### src/rtl/cla_slice_sequencer.sv
// cla_slice_sequencer: multi-cycle adder/subtractor sharing one 4-bit CLA slice, LSB nibble first
module cla_slice_sequencer #(
   parameter int WIDTH = 24
) (
   input  logic             clk,
   input  logic             rst,
   input  logic             in_valid,
   output logic             in_ready,
   input  logic [WIDTH-1:0] in_a,
   input  logic [WIDTH-1:0] in_b,
   input  logic             in_sub,
   output logic [3:0]       cla_a,
   output logic [3:0]       cla_b,
   output logic             cla_cin,
   input  logic [3:0]       cla_sum,
   input  logic             cla_cout,
   output logic             cla_en,
   output logic             out_valid,
   input  logic             out_ready,
   output logic [WIDTH-1:0] out_sum,
   output logic             out_cout,
   output logic             out_ovf,
   output logic             busy
);
   localparam int NSLICE = WIDTH / 4;
   localparam int CW = $clog2(NSLICE);
   typedef enum logic [1:0] {IDLE, RUN, DONE} state_t;
   state_t state, state_nx;
   logic [WIDTH-1:0] a_reg, b_reg, sum_reg, sum_nx;
   logic carry;
   logic [CW-1:0] idx;
   logic run, last;
   assign run = state == RUN;
   assign last = idx == CW'(NSLICE - 1);
   // state register
   always_ff @(posedge clk or posedge rst)
      if (rst) state <= IDLE;
      else state <= state_nx;
   // next state, CLA drive (zeroed outside RUN to avoid toggling) and status flags
   always_comb begin
      sum_nx = sum_reg;
      sum_nx[{idx, 2'b00} +: 4] = cla_sum;
      state_nx = (state == IDLE && in_valid) ? RUN :
                 (run && last) ? DONE :
                 (state == DONE && out_ready) ? IDLE : state;
      cla_en = run;
      cla_a = run ? a_reg[{idx, 2'b00} +: 4] : 4'd0;
      cla_b = run ? b_reg[{idx, 2'b00} +: 4] : 4'd0;
      cla_cin = run & carry;
      in_ready = state == IDLE;
      out_valid = state == DONE;
      busy = state != IDLE;
   end
   // operand capture, per-slice accumulation and result registers
   always_ff @(posedge clk or posedge rst)
      if (rst) begin
         a_reg <= '0;
         b_reg <= '0;
         sum_reg <= '0;
         carry <= 1'b0;
         idx <= '0;
         out_sum <= '0;
         out_cout <= 1'b0;
         out_ovf <= 1'b0;
      end else if (state == IDLE && in_valid) begin
         a_reg <= in_a;
         b_reg <= in_sub ? ~in_b : in_b;
         carry <= in_sub;
         idx <= '0;
      end else if (run) begin
         sum_reg <= sum_nx;
         carry <= cla_cout;
         idx <= idx + 1'b1;
         if (last) begin
            out_sum <= sum_nx;
            out_cout <= cla_cout;
            out_ovf <= (a_reg[WIDTH-1] == b_reg[WIDTH-1]) && (cla_sum[3] != a_reg[WIDTH-1]);
         end
      end
endmodule

### config.mk
export PLATFORM = sky130hd
export DESIGN_NAME = cla_slice_sequencer
export DESIGN_NICKNAME = d
export VERILOG_FILES = /design/src/rtl/cla_slice_sequencer.sv
export SDC_FILE = /design/constraint.sdc
export NUM_CORES = 1
export LEC_CHECK = 0
export BUFFER_PORTS_ARGS = -buffer_cell sky130_fd_sc_hd__buf_2
export CAP_MARGIN = 20
export CORE_MARGIN = 5
export CORE_UTILIZATION = 58
export CTS_BUF_LIST = sky130_fd_sc_hd__clkbuf_4
export CTS_CLUSTER_DIAMETER = 30
export DETAILED_ROUTE_END_ITERATION = 12
export HOLD_SLACK_MARGIN = 0.02
export PLACE_DENSITY = 0.81
export SLEW_MARGIN = 30
export SYNTH_ARGS = -nofsm -noshare
export SYNTH_HDL_FRONTEND = slang
export SYNTH_SLANG_ARGS = --single-unit
### constraint.sdc
create_clock -name clk -period 4 [get_ports clk]
set_clock_uncertainty 0.1 [all_clocks]
set_input_delay 0.4 -clock clk [delete_from_list [all_inputs] [get_ports clk]]
set_output_delay 0.4 -clock clk [all_outputs]
set_load 0.005 [all_outputs]
==> metrics.csv <==
metric;value;unit
p_per_area;742.7;mW/mm2
syn-cell-area;0.005176;mm2
max-slew-margin-rel;0.4665;
ys_seq_area_frac;0.5028;
route.detailed.drc;0;
post-dp-hpwl;7.557;mm
nNetsFinal;608;
core-area;0.008721;mm2
portBuffers;96;
yosysWarnings;0;
area_growth;11.99;%
p_leak;0.002686;uW
synth_top_cell_by_area;dfrtp_1;
htreeDepth;3;
crit_family;simple AND/OR/NAND/NOR gates;
status;finished, final reports clean;
final-setup-viol-count;0;
critPathSlowestCell;dfrtp_1;
vdd_ir_drop_max;0.3846;mV
synthCells;463;
ys_top_cells_by_area;dfrtp_1 (50%), mux2_2 (7.8%), xnor2_1 (4.2%), nand2_1 (3.3%), mux4_1 (3.0%);
ys_types;48;
cap_violations;0;
post_drt_via_cell_ratio;5.703;
synthArstFlopShare;1.000;
postCtsSetupBuffers;0;
clockRootBuffer;clkbuf_4;
synthFlopType;dfrtp_1;
required;3500;ps
wire_per_inst;16.42;um
path_clk_slew;160;ps
critPathBufInv;2;
crit_arrival;2570;ps
slew_violations;0;
fmax;325.4;MHz
reg2reg_setup_slack;1380;ps
fp.dieArea;0.01091;mm2
clock_latency;440;ps
grt_pass1_vias;3848;
initial_core_util;0.5935;
final_area;0.005797;mm2
clk_path_buf_depth;2;
drive_gt1_frac;0.3084;
io_pins;97;
row_count;34;
grt_max_degree;79;
ys_top_cells_by_count;dfrtp_1 (104), nand2_1 (45), mux2_2 (36), nor2_1 (32);
gr-total-overflow;0;
tightest_slew;800.2;ps
grt_pass1_wl;18.33;mm
fin_crit_sh;0.7683;
crit_chain;nand2b_1, inv_1, nand3_1, o22ai_1, buf_2;
hold_path.class;primary input to flop;
finalPower;4305;uW
vias;3741;
dr.pass1.iters;4;
worstPathMaxFanout;13;
hold_viol_final;0;
yosysMostFrequentCell;dfrtp_1;
syn_nets;528;
start_kind;flop;
rsz0062_at_grt;no;
ys_ff_latch;104;
worstSetupPathType;flop to primary output;
tritoncts;built;
drt_wl_total;10.77;mm
antenna_found_initial;0;
cts-resized-gates;0;
gp_congestion;0.8496;
syn_area_per_cell;11.18;um2
place_area;0.005645;mm2
fillers;680;
die_y;104.5;um
clock_sinks;104;
period_needed;3073;ps
synth-edff-count;0;
end_kind;primary output;
hold_slack;73.50;ps
ant_nets;0;
fin_tns_setup;0;ps
drtIter0Drc;154;
die_x;104.5;um
yosysTopAreaCellShare;0.5028;
diodes;0;
grt_use_total;0.2035;
max_stage_delay;540;ps
cts_buffers;9;
stage by stage:
stage	setup slack (ps)	instances	util
4_1_cts	945.9	655	0.6633
5_1_grt	737.9	656	0.6647
3_3_place_gp	1489	639	0.6473
3_5_place_dp	1402	639	0.6473
6_report	926.6	656	0.6647
2_1_floorplan	767.8	463	-
per-layer routing:
layer  global-route usage  share of wire  up-vias
met2               0.3339           0.49      102
met1               0.2624           0.43     1822
met3              0.05152          0.064       18
li1                     -              -     1799
met5                    0              0        -
met4              0.07031          0.019        0
cell usage in the layout, fill, tap and decap left out, types with 4 or more instances in the layout:
cell      synthesis  layout
o21ai_0          22      22
mux2_1            4       4
mux4_1            6       6
and4b_1           5       5
clkbuf_4          0       9
o211ai_1          4       4
a21oi_1          25      25
xnor2_1          25      25
ha_1              7       7
inv_1            15      14
buf_2            24      96
o22ai_1           8       8
mux2_2           36      36
nand4_1          12      12
nor2_1           32      32
nand2_1          45      45
dfrtp_1         104     103
buf_4             3       6
nand3_1          25      25
mux2i_1          12      12
o21ai_1           5       5
a31oi_1           4       4
cell type report:
cell class	instances	area, um2	area share
clock buffer	9	67.56	0.01166
clock inverter	7	71.32	0.01230
timing repair buffer	103	535.5	0.09238
multi-input combinational	310	2322	0.4006
tap	108	135.1	0.02331
inverter	15	61.31	0.01058
sequential	104	2604	0.4492
power by group:
part           switching (uW)  internal [uW]  leakage, uW
clock network             346            191    0.0000716
logic                    1060            910      0.00136
registers                 266           1530      0.00125
worst paths after layout:
path                       cells after the start         end       start
min                                            2   a_reg[17]    in_a[17]
max                                            5    cla_b[3]    state[0]
min in group asynchronous                      3   a_reg[15]         rst
max in group asynchronous                      4   b_reg[22]         rst
max reg2reg                                    5  sum_reg[5]      idx[2]
min reg2reg                                    2  out_sum[0]  out_sum[0]
kinds of logic (layout without fill, tap and decap cells):
family,Yosys count,in the layout,synth area share
compound gates,76,76,0.09065
flops,104,104,0.5028
fa+ha+maj,7,7,0.01692
simple gates,142,142,0.1482
buf+inv,49,134,0.04979
mux,60,60,0.1494
xor+xnor,25,25,0.04230
timing repair:
action                                  in CTS  in global routing
endpoints found under the hold margin        0                 40
hold buffers                                 0                  1
endpoints found under the setup margin       0                  0
Note: power is estimated with default switching activity, not from simulation.
